`config.mk`:
```
export PLATFORM = sky130hd
export DESIGN_NAME = regbus_initiator
export DESIGN_NICKNAME = d
export VERILOG_FILES = /design/src/rtl/regbus_initiator.sv
export SDC_FILE = /design/constraint.sdc
export NUM_CORES = 1
export LEC_CHECK = 0
export CAP_MARGIN = 20
export CORE_MARGIN = 2
export CORE_UTILIZATION = 30
export CTS_CLUSTER_DIAMETER = 200
export CTS_CLUSTER_SIZE = 30
export DETAILED_ROUTE_END_ITERATION = 6
export GPL_ROUTABILITY_DRIVEN = 0
export SYNTH_ARGS = -nofsm -noshare
export SYNTH_HDL_FRONTEND = slang
export SYNTH_SLANG_ARGS = --single-unit
export TNS_END_PERCENT = 10
```
`constraint.sdc`:
```
create_clock -name CLK -period 2.15 [get_ports CLK]
set_input_delay 0.43 -clock CLK [delete_from_list [all_inputs] [get_ports CLK]]
set_output_delay 0.43 -clock CLK [all_outputs]
set_load 0.005 [all_outputs]
```
`src/rtl/regbus_initiator.sv`:
```
// Host-side initiator for the 3-bit-address write/read method interface.
// Accepts one command at a time, issues one method call, and returns a response.
module regbus_initiator #(
  parameter int unsigned TIMEOUT = 16,
  parameter int unsigned CNT_W   = 16
) (
  input  logic       CLK,
  input  logic       RST,
  input  logic       cmd_valid,
  output logic       cmd_ready,
  input  logic       cmd_write,
  input  logic [2:0] cmd_address,
  input  logic       cmd_data,
  output logic       rsp_valid,
  input  logic       rsp_ready,
  output logic       rsp_data,
  output logic       rsp_error,
  output logic       rsp_write,
  output logic [2:0] write_address,
  output logic       write_data,
  output logic       write_en,
  input  logic       write_rdy,
  output logic [2:0] read_address,
  output logic       read_en,
  input  logic       read_data,
  input  logic       read_rdy,
  output logic       busy
);

  typedef enum logic [1:0] {IDLE, WRITE, READ, RESP} state_t;

  state_t           state_q, state_d;
  logic [CNT_W-1:0] cnt_q, cnt_d;
  logic [2:0]       addr_q, addr_d;
  logic             data_q, data_d;
  logic             rsp_data_q, rsp_data_d;
  logic             rsp_error_q, rsp_error_d;
  logic             rsp_write_q, rsp_write_d;
  logic             limit_hit;

  // A zero TIMEOUT never reaches the limit, so the command waits indefinitely.
  assign limit_hit = (TIMEOUT != 0) && (cnt_q == CNT_W'(TIMEOUT - 1));

  always_comb begin
    state_d     = state_q;
    cnt_d       = cnt_q;
    addr_d      = addr_q;
    data_d      = data_q;
    rsp_data_d  = rsp_data_q;
    rsp_error_d = rsp_error_q;
    rsp_write_d = rsp_write_q;
    case (state_q)
      IDLE: begin
        if (cmd_valid) begin
          addr_d  = cmd_address;
          data_d  = cmd_data;
          cnt_d   = '0;
          state_d = cmd_write ? WRITE : READ;
        end
      end
      WRITE: begin
        if (write_rdy || limit_hit) begin
          state_d     = RESP;
          rsp_data_d  = 1'b0;
          rsp_error_d = !write_rdy;
          rsp_write_d = 1'b1;
        end else begin
          cnt_d = cnt_q + 1'b1;
        end
      end
      READ: begin
        if (read_rdy || limit_hit) begin
          state_d     = RESP;
          rsp_data_d  = read_rdy ? read_data : 1'b0;
          rsp_error_d = !read_rdy;
          rsp_write_d = 1'b0;
        end else begin
          cnt_d = cnt_q + 1'b1;
        end
      end
      RESP: begin
        if (rsp_ready) begin
          state_d = IDLE;
        end
      end
      default: state_d = IDLE;
    endcase
  end

  always_ff @(posedge CLK) begin
    if (RST) begin
      state_q     <= IDLE;
      cnt_q       <= '0;
      addr_q      <= '0;
      data_q      <= 1'b0;
      rsp_data_q  <= 1'b0;
      rsp_error_q <= 1'b0;
      rsp_write_q <= 1'b0;
    end else begin
      state_q     <= state_d;
      cnt_q       <= cnt_d;
      addr_q      <= addr_d;
      data_q      <= data_d;
      rsp_data_q  <= rsp_data_d;
      rsp_error_q <= rsp_error_d;
      rsp_write_q <= rsp_write_d;
    end
  end

  // Enables follow rdy directly but are masked by reset so nothing fires mid-reset.
  assign write_en      = (state_q == WRITE) && write_rdy && !RST;
  assign read_en       = (state_q == READ) && read_rdy && !RST;
  assign cmd_ready     = (state_q == IDLE) && !RST;
  assign busy          = (state_q != IDLE);
  assign rsp_valid     = (state_q == RESP);
  assign rsp_data      = rsp_data_q;
  assign rsp_error     = rsp_error_q;
  assign rsp_write     = rsp_write_q;
  assign write_address = addr_q;
  assign write_data    = data_q;
  assign read_address  = addr_q;

endmodule

```
==> impl_metrics.csv, run 1 <==
group,metric,value,unit
status,status,"complete, no violations",
clock_network,cts_buffer_depth,2,
power,powerDensity,950,nW/um2
clock_network,tritoncts,"built",
power,total_power,2.01,mW
worst_setup_path,r2r_end,"state_q[1]",
timing,worst_slew_pin_slew,0.450,ns
global_routing,overflow,0,
synth,synth_largest_type_area_fraction,0.329,
timing,max_slew_margin,0.697,
timing,fin_crit,2.13,ns
worst_setup_path,crit_start,"cnt_q[11]",
timing,layout_setup_ws,0.0159,ns
clock_network,root_buffer,"clkbuf_8",
die,die_area,5660,um2
clock_network,clock_latency,0.28,ns
timing,slew_violations,0,
die,start_util,0.316,
worst_setup_path,crit_fanout,4,
synth,synth_top_area_cell,"dfxtp_1",
min_path,holdPathEnd,"write_data",
synth,yosysMostFrequentCell,"dfxtp_1",
power,power.leakage,0.756,nW
die,ios,27,
worst_setup_path,reg2reg_slack,0.02,ns
synth,synth_area,1520,um2
timing,tns,0,ns
routing,ant_nets,0,
flow_run,cap_violations,0,
synth,synth_top_flop_cell,"dfxtp_1",
worst_setup_path,max_stage_delay,0.59,ns
global_routing,grt_max_degree,32,
synth,ys_types,41,
synth,syn_avg_cell_area,8.05,um2
layout,syn2layout_area_growth,38.8,%
timing,clock_skew,0.00632,ns
layout,diodes,0,
place,placed_area,2050,um2
worst_setup_path,worstSetupPathType,"reg -> reg",
synth,seq_area_frac_synth,0.329,
worst_setup_path,ff2ff_path_depth,5,
timing,max_freq,469,MHz
routing,vias,1537,
worst_setup_path,timing.rr.start,"cnt_q[11]",
routing,routed_wl,3.87,mm
place,port_buffers,26,
place,place_inst,299,
timing,rsz0062_at_grt,"true",
clock_network,path_clk_slew,0.10,ns
worst_setup_path,cp_slowest_cell,"or4_4",
synth,synth_common_cells,"dfxtp_1 (25), a21oi_1 (22), inv_1 (15), nand2_1 (14), nand3_1 (13)",
timing,hold_viol,0,
synth,synth-seq-cells,25,
min_path,hold_class,"reg -> reg",
place,dpl_worst_slack,0.00152,ns
synth,synth_nets,207,
layout,nets,255,
place,post-dp-hpwl,2.94,mm
synth,async_flop_share,0,
min_path,worstHoldStart,"write_data",
routing,post-route-drc-count,0,
die,die_w,75.2,um
worst_setup_path,crit_required,2.33,ns
synth,netlist_top_cells_area,"dfxtp_1 (33%), a21oi_1 (7.2%), ha_1 (4.9%), o32ai_1 (4.6%), nand3_1 (4.3%)",
timing,setup_viol,0,
worst_setup_path,cp-start-kind,"register",
clock_network,cts.htree.levels,1,
clock_network,cts-buffers-inserted,3,
die,die_y,75.2,um
routing,drt_pass1_iterations,6,
clock_network,clock-sinks,25,
die,num_rows,25,
routing,drtIter0Drc,61,
global_routing,grt_antenna_before_repair,0,
power,ir_drop,0.000537,V
worst_setup_path,path_cells,"or4_4 > or4_4 > a221oi_4 > mux2i_1 > nor2_1",
global_routing,grt_pass1_vias,1387,
die,core_area,4820,um2
layout,finalNonFillerCells,303,
global_routing,grt_pass1_wl,6.37,mm
worst_setup_path,critPathArrivalTime,2.31,ns
synth,synth_warnings,0,
routing,wl_per_cell,12.8,um
worst_setup_path,cp_common_cell,"or4_4",
layout,final_area,2110,um2
synth,synthCells,189,
layout,final_layout_size_suffix_gt1_frac,0.212,
min_path,hold_depth,2,
routing,vias_per_cell,5.07,
worst_setup_path,endpoint_kind,"register",
global_routing,gr-usage-all-layers,0.147,
timing,finalCritPeriodShare,0.993,
synth,synth_edf_count,0,
## layer usage
| metal | vias up | wire length, um | track usage |
|---|---|---|---|
| met5 | - | 0 | 0 |
| met4 | 0 | 80 | 0.0624 |
| met3 | 6 | 178 | 0.0241 |
| met2 | 39 | 1690 | 0.222 |
| met1 | 708 | 1920 | 0.207 |
| li1 | 784 | - | - |
## what timing repair did
| item | in CTS | in global routing |
|---|---|---|
| endpoints found under the setup margin | 3 | 22 |
| buffers inserted | 0 | 0 |
| resized for setup | 3 | 3 |
| hold buffers | 0 | 0 |
## critical path, delay by kind of cell (launching register included)
kind	cells	cell delay (ns)
and+or+nand+nor	3	1.20
DFF	1	0.32
AOI/OAI and AO/OA	1	0.29
muxes	1	0.22
## placed cells by master, fill, tap and decap left out, types with 3 or more instances in the layout
master	netlist	layout
a21oi_1	22	22
buf_12	0	3
buf_4	3	25
clkbuf_8	0	3
clkdlybuf4s50_1	0	26
dfxtp_1	25	24
ha_1	6	5
inv_1	15	13
mux2i_1	4	4
nand2_1	14	13
nand2b_1	3	3
nand3_1	13	13
nand4_1	6	6
nor2_1	12	12
nor2b_1	4	4
o21ai_0	8	8
o32ai_1	8	8
or2_2	3	3
or3_1	7	7
or4_4	4	4
## registers in the layout, summed over array words and instances, names as in the netlist
name          count
state_q           2
cnt_q            16
rsp_write         1
rsp_error         1
write_data        1
rsp_data          1
read_address      3
## cell type report
type	count	area (um2)
Fill cell	487	2710
Multi-Input combinational cell	138	916
Timing Repair Buffer	54	508
Sequential cell	25	502
Tap cell	67	83.8
Inverter	15	56.3
Clock buffer	3	41.3
Clock inverter	1	5.00
## metrics by stage
step | hold slack, ns | utilization
floorplan | 0.453 | -
global placement | 0.446 | 0.426
detailed placement | 0.451 | 0.426
CTS | 0.464 | 0.436
global route | 0.486 | 0.438
finish | 0.460 | 0.438
## power breakdown
group,total (mW),switching [mW],leakage (nW),internal [mW]
combinational,1.16,0.575,0.528,0.583
clock,0.295,0.165,0.0255,0.130
sequential,0.554,0.0385,0.203,0.516
## cells by family (layout without fill, tap and decap cells)
group / after synthesis / after routing / share of synthesized area
AO/OA/AOI/OAI: 50 / 50 / 0.230
AND/OR/NAND/NOR: 78 / 78 / 0.288
multiplexers: 4 / 4 / 0.0263
adder cells (fa/ha/maj): 6 / 6 / 0.0493
buffers and inverters: 26 / 73 / 0.0773
flip-flops: 25 / 25 / 0.329
## how the worst max path moves through the flow
| stage | end | slack, ns | cells after the start |
|---|---|---|---|
| detailed placement | cnt_q[4] | 0.002 | 8 |
| floorplan | state_q[1] | 0.06 | 5 |
| finish | state_q[1] | 0.02 | 5 |
| global route | cnt_q[11] | -0.07 | 7 |
| CTS | cnt_q[11] | -0.0000004 | 7 |
| global placement | cnt_q[12] | 0.03 | 7 |
(Power assumes the default switching activity.)
==> run 2: changes to the inputs <==
--- a/config.mk
+++ b/config.mk
@@ -5,7 +5,7 @@
 export SDC_FILE = /design/constraint.sdc
 export NUM_CORES = 1
 export LEC_CHECK = 0
-export CAP_MARGIN = 20
+export CAP_MARGIN = 40
 export CORE_MARGIN = 2
 export CORE_UTILIZATION = 30
 export CTS_CLUSTER_DIAMETER = 200
==> constraint.sdc (replaced) <==
create_clock -name CLK -period 2.35 [get_ports CLK]
set_input_delay 0.47 -clock CLK [delete_from_list [all_inputs] [get_ports CLK]]
set_output_delay 0.47 -clock CLK [all_outputs]
set_load 0.005 [all_outputs]
==> impl_metrics.csv, run 2 (same netlist as run 1, synthesis figures left out) <==
group,metric,value,unit
worst_setup_path,cp_slowest_cell,"or4_4",
layout,nets,242,
die,core_area,4820,um2
worst_setup_path,worstSetupEndpoint,"state_q[1]",
worst_setup_path,critPathArrivalTime,2.39,ns
layout,finalNonFillerCells,290,
die,num_rows,25,
layout,layout_common_cells,"clkdlybuf4s50_1 (26), dfxtp_1 (25), a21oi_1 (22), inv_1 (15)",
routing,ant_nets,0,
routing,wl_per_cell,13.0,um
power,powerDensity,862,nW/um2
worst_setup_path,timing.rr.start,"cnt_q[11]",
clock_network,post_cts_resized,0,
clock_network,tritoncts,"built",
routing,drtIter0Drc,112,
worst_setup_path,crit_required,2.53,ns
worst_setup_path,cp-start-kind,"register",
layout,final_common_cell,"clkdlybuf4s50_1",
routing,vias,1498,
layout,regMostFlops,"cnt_q",
timing,slew_violations,0,
status,status,"complete, no violations",
global_routing,grt_pass1_vias,1346,
power,p_int,1.04,mW
worst_setup_path,cp_common_cell,"or4_4",
die,start_util,0.316,
timing,finalCritPeriodShare,0.942,
die,die_y,75.2,um
timing,hold_viol,0,
global_routing,overflow,0,
timing,timing.hold.ws,0.467,ns
clock_network,clock-sinks,25,
power,p_sw_frac,0.396,
clock_network,cts-buffers-inserted,3,
place,place_inst,286,
die,die_area,5660,um2
clock_network,path_clk_slew,0.09,ns
die,ios,27,
layout,diodes,0,
timing,setup_viol,0,
timing,max_slew_margin,0.657,
clock_network,cts_buffer_depth,2,
layout,syn2layout_area_growth,31.3,%
timing,clock_skew,0.00158,ns
place,port_buffers,26,
clock_network,cts.htree.levels,1,
worst_setup_path,reg2reg_slack,0.14,ns
layout,largest_register_ffs,16,
power,p_comb_frac,0.548,
clock_network,ctsHoldBuffers,0,
global_routing,grt_max_degree,25,
clock_network,root_buffer,"clkbuf_8",
routing,routed_wl,3.76,mm
timing,layout_setup_ws,0.136,ns
timing,worst_slew_pin_slew,0.509,ns
clock_network,clock_latency,0.27,ns
place,post-dp-hpwl,2.78,mm
worst_setup_path,worstSetupPathType,"reg -> reg",
worst_setup_path,path_cells,"or4_4 > or4_4 > a221oi_4 > mux2i_1 > nor2_1",
layout,fillers,517,
routing,drt_pass1_iterations,4,
clock_network,post_cts_buffers,0,
worst_setup_path,path_depth,5,
flow_run,cap_violations,0,
routing,vias_per_cell,5.17,
timing,tns,0,ns
min_path,hold_class,"reg -> reg",
power,power.share.clock,0.155,
die,die_w,75.2,um
power,power.leakage,0.690,nW
worst_setup_path,endpoint_kind,"register",
worst_setup_path,r2r_end,"state_q[1]",
worst_setup_path,path_delay_family,"simple AND/OR/NAND/NOR gates",
global_routing,gr-usage-all-layers,0.143,
worst_setup_path,crit_fanout,5,
worst_setup_path,crit_start,"cnt_q[11]",
worst_setup_path,path_buf_inv,0,
power,ir_drop,0.000508,V
global_routing,grt_antenna_before_repair,0,
routing,post-route-drc-count,0,
power,switchingPower,681,uW
layout,final_layout_size_suffix_gt1_frac,0.148,
timing,fin_crit,2.21,ns
power,pwr-share-seq,0.298,
place,dpl_worst_slack,0.143,ns
worst_setup_path,max_stage_delay,0.59,ns
timing,max_freq,452,MHz
worst_setup_path,ff2ff_path_depth,5,
global_routing,grt_pass1_wl,6.27,mm
-- run 2: stage by stage --
step | utilization | power, mW | cell area [um2]
6_report | 0.415 | 1.72 | 2000
5_1_grt | 0.415 | 1.86 | 2000
4_1_cts | 0.410 | 1.71 | 1980
3_5_place_dp | 0.401 | 1.44 | 1930
3_3_place_gp | 0.401 | 1.43 | 1930
2_1_floorplan | - | 1.12 | 1520
-- run 2: cell type report --
class | instances | area, um2 | share of cell area
multi-input cells | 138 | 925 | 0.463
flip-flops and latches | 25 | 500 | 0.251
repair buffers | 41 | 385 | 0.193
well taps | 67 | 83.8 | 0.0420
inverters | 15 | 56.3 | 0.0282
clock buffers | 3 | 41.3 | 0.0207
clock inverters | 1 | 5.00 | 0.00251
-- run 2: metal layers --
| metal | track usage | wire length [um] | vias to the layer above |
|---|---|---|---|
| met4 | 0.0409 | 51 | 0 |
| met3 | 0.0321 | 137 | 4 |
| met2 | 0.217 | 1750 | 32 |
| li1 | - | - | 757 |
| met5 | 0 | 0 | - |
| met1 | 0.202 | 1820 | 705 |
-- run 2: worst min-delay path by stage --
stage	endpoint	cells past startpoint	from
after floorplan	write_data	2	write_data
after global placement	write_data	2	write_data
after detailed placement	write_data	2	write_data
after CTS	write_data	2	write_data
after global routing	write_data	2	write_data
final	write_data	2	write_data
-- run 2: tightest hold or removal path, cell delays in order, from the launching register on --
cell	delay, ns
dfxtp_1	0.32
nand2_1	0.05
a21oi_1	0.06
-- run 2: power by group through the flow --
stage	Clock, mW	Combinational [mW]	Sequential, mW
2_1_floorplan	0	0.608	0.515
3_3_place_gp	0	0.913	0.521
3_5_place_dp	0	0.919	0.523
4_1_cts	0.274	0.923	0.513
5_1_grt	0.296	1.05	0.520
6_report	0.267	0.942	0.512
==> edit 1: new RTL, flow settings as in run 2 <==
Make the reset (`RST`) asynchronous in one clocked block.
--- a/src/rtl/regbus_initiator.sv
+++ b/src/rtl/regbus_initiator.sv
@@ -89,3 +89,3 @@
 
-  always_ff @(posedge CLK) begin
+  always_ff @(posedge CLK or posedge RST) begin
     if (RST) begin
Behaviour: differs if RST is asserted again (counterexample within 4 cycles, from zero or initial values and one cycle with RST high); with RST held inactive, the same outputs for 10 cycles.
==> edit 1 against run 2 <==
- final area decreased by 1.3%
- total power is 22% higher
- sequential cell count unchanged
- critical path depth is 1 lower
- wire length is 11% lower
- largest power group unchanged
- worst setup slack got worse by 0.049 ns
- area after synthesis grew 1.8%
==> edit 1: results <==
[global_routing]
grt_max_degree = 18
grt_pass1_wl_um = 5490
grt_pass1_vias = 1221
grt_usage_pct = 12.5
antenna_found_initial = 0

[synth]
syn_nets = 177
yosysUniqueCellTypes = 38
synth-async-reset-ratio_pct = 100
ys.flop_type = dfrtp_1
yosys_warnings = 0
avgSynthCellArea_um2 = 9.74
synthTopCellsByArea = dfrtp_1, o21ai_0, ha_1, nand2_1, nand3_1
yosysSeqAreaShare_pct = 40.4
yosys-top-cells-count = dfrtp_1, o21ai_0, nand2_1

[final_layout]
nets = 208
largest_reg_flops = 16
drive_gt1_share_pct = 14.3

[sta]
finalClockSkew_ns = 0.0116
max-slew-margin-rel_pct = 70.8
whs_ns = 0.471

[critical_path]
crit_end = read_en
reg2regPathDepth = 7
worst-path-max-fanout = 8
r2r_end = cnt_q[14]
cp.required_ns = 1.88
rrSetupSlack_ns = 0.14
crit_start = state_q[0]
r2r_start = state_q[0]

[hold_path]
hold_class = reg -> reg
holdPathEnd = rsp_write
worstHoldPathCells = 2
hp-start = rsp_write

[drt]
avgViaCountPerCell = 5.06
vias = 1310
wire_per_inst_um = 12.9
drtIter0Drc = 41

[power]
irDropWorstVdd_uv = 416
powerDensity_mw_per_mm2 = 1070
sequentialPowerShare_pct = 28.3
comb_power_share_pct = 58.6
p_leak_nw = 0.809
swShare_pct = 40.0

[placed_design]
dp_hpwl_um = 2440
placed_cell_area_mm2 = 0.00189
dp.cells = 255

[cts]
clock_latency_ns = 0.28
post_cts_buffers = 0
cts.htree.levels = 1

[status]
status = complete, no violations
edit 1: changes by cell type after synthesis, moves of 6 or more:
cell | before | now
a21oi_1 | 22 | 1
inv_1 | 15 | 5
dfxtp_1 | 25 | 0
or3_1 | 7 | 1
o32ai_1 | 8 | 0
dfrtp_1 | 0 | 25
o21ai_0 | 8 | 22
edit 1: what timing repair did:
action,4_1_cts,5_1_grt
endpoints found under the setup margin,2,5
gates cloned,0,0
resized for setup,2,3
edit 1: final cells by class:
cell class              count  area (µm²)
fillers                   493        3070
multi-input cells         120         862
flip-flops and latches     25         626
repair buffers             35         328
well taps                  70        87.6
clock buffers               3        41.3
inverters                   5        18.8
clock inverters             1        8.76
edit 1: worst max-delay path: stages (launching register included):
cell and delay (ns):
dfrtp_1 0.41, inv_1 0.15, ha_2 0.30, and3_1 0.17
clkdlybuf4s50_1 0.49
edit 1: cell families after synthesis:
| logic type | count (synthesis) | share of synthesized area (%) |
|---|---|---|
| and+or+nand+nor | 57 | 19.9 |
| AOI/OAI and AO/OA | 49 | 23.7 |
| DFF | 25 | 40.4 |
| buffers and inverters | 14 | 5.73 |
| muxes | 8 | 5.49 |
| adders and majority gates | 6 | 4.85 |
edit 1: metrics by stage:
stage          setup slack (ns)  util (%)
2_1_floorplan             0.326         -
3_3_place_gp            -0.0858      37.6
3_5_place_dp             -0.130      37.6
4_1_cts                  0.0782      38.7
5_1_grt                 -0.0405      39.1
6_report                 0.0874      39.1
edit 1: per-layer routing:
layer | up-vias | global-route usage, % | routed length (µm)
met3 | 5 | 2.51 | 182
met2 | 36 | 20.2 | 1510
met1 | 618 | 16.4 | 1610
met5 | - | 0 | 0
met4 | 0 | 4.48 | 45
li1 | 651 | - | -
==> edit 2: new RTL, flow settings as in run 2 <==
Without the edit above. The parameter `CNT_W` goes from 16 to 32.
--- a/src/rtl/regbus_initiator.sv
+++ b/src/rtl/regbus_initiator.sv
@@ -4,3 +4,3 @@
   parameter int unsigned TIMEOUT = 16,
-  parameter int unsigned CNT_W   = 16
+  parameter int unsigned CNT_W   = 32
 ) (
Formal check against the unedited RTL: no difference found for any inputs over 10 cycles, from zero or initial values and one cycle with RST high; that may be too few to reach the edited logic, so the function may still have changed.
==> edit 2 against run 2 <==
- worst setup slack got worse by 0.038 ns
- sequential share of layout area increased by 1.4 points
- combinational power increased by 23%
- total power increased by 42%
- clock skew increased by 0.0045 ns
- clock power increased by 93%
- sequential cell count increased by 16
- count of clock-buffer cells in the layout increased by 4
- wire length increased by 65%
- final area increased by 55%
- critical path depth unchanged
- area after synthesis increased by 55%
==> edit 2: results <==
[global_routing]
grt_usage_pct = 14.9
grt_pass1_wl_um = 10500
grt_max_degree = 28
antenna_found_initial = 0
grt_pass1_vias = 2254

[cts]
clk_pin_slew_ns = 0.08
post_cts_buffers = 0
cts_buffers = 5
cts-root-buf = clkbuf_8
ctsResizeCount = 0
cts_buffer_depth = 2
cts.htree.levels = 2
clock_latency_ns = 0.29

[critical_path]
cp.arrival_ns = 1.78
worst-path-max-fanout = 8
rrSetupSlack_ns = 0.1

[synth]
synthTopCellsByArea = dfxtp_1, nand2_1, nand3_1, a21oi_1, ha_1
yosysSeqAreaShare_pct = 34.8
ys.flop_type = dfxtp_1
yosysUniqueCellTypes = 53
syn_nets = 310
synth-async-reset-ratio_pct = 0
yosys_warnings = 0
yosys-top-cells-count = dfxtp_1, nand2_1, nand3_1

[final_layout]
fillerInstances = 771
largest_reg_flops = 32
nets = 361
top_register = cnt_q
drive_gt1_share_pct = 16.9
diodes = 0

[drt]
vias = 2388
drtIter0Drc = 188
wire_per_inst_um = 14.0
dr.pass1.iters = 4

[status]
status = complete, no violations

[power]
irDropWorstVdd_uv = 553
comb_power_mw = 1.16
p_leak_nw = 1.21
swShare_pct = 37.3
p_clk_mw = 0.514

[sta]
max-slew-margin-rel_pct = 76.2
finalClockSkew_ns = 0.00604

[placed_design]
placed_cell_area_mm2 = 0.00295
dp_hpwl_um = 4410
portBuffers = 26

[hold_path]
hold_class = reg -> reg
==> edit 2: cell types whose count changed after synthesis, moves of 8 or more <==
cell      change
nand2_1      +21
dfxtp_1      +16
and2_1       +10
o211ai_1      +8
==> edit 2: final timing paths <==
kind,start,to,depth (start not counted)
setup reg to reg,cnt_q[27],cnt_q[14],7
setup / recovery,state_q[0],read_en,5
hold reg to reg,write_data,write_data,2
hold / removal,write_data,write_data,2
==> edit 2: layout make-up <==
class                   instances  area (µm²)  area share, %
inverters                       9        33.8           1.09
multi-input cells             224        1470           47.3
clock buffers                   7        96.3           3.11
repair buffers                 61         548           17.7
well taps                     102         128           4.12
flip-flops and latches         41         821           26.5
clock inverters                 1        5.00          0.162
==> edit 2: cells by family after synthesis <==
kind of cell | count (synthesis) | share of synthesized area, %
muxes | 2 | 0.848
buffers and inverters | 26 | 5.09
DFF | 41 | 34.8
adders and majority gates | 7 | 3.71
AOI/OAI and AO/OA | 78 | 24.5
and+or+nand+nor | 137 | 31.1
==> edit 2: metrics by stage <==
stage	setup slack (ns)	hold WS, ns	power [mW]	instances
after detailed placement	0.0129	0.463	1.90	437
after CTS	0.0206	0.480	2.41	445
after global routing	-0.0445	0.502	2.63	445
after global placement	0.0626	0.445	1.89	437
after floorplan	0.183	0.451	1.47	291
final	0.0976	0.476	2.44	445
==> edit 2: layer usage <==
| layer | wire (µm) | part of all wire, % | global-route usage (%) |
|---|---|---|---|
| met1 | 2910 | 47 | 20.1 |
| met2 | 2910 | 47 | 24.8 |
| met3 | 315 | 5.1 | 2.28 |
| met4 | 79 | 1.3 | 3.68 |
| met5 | 0 | 0 | 0 |
==> edit 2: critical path: stages, from the launching register on <==
cell and delay [ns]:
dfxtp_1 0.35, inv_1 0.14, ha_2 0.29, nand2_1 0.10, nor2_1 0.09, clkdlybuf4s50_1 0.50
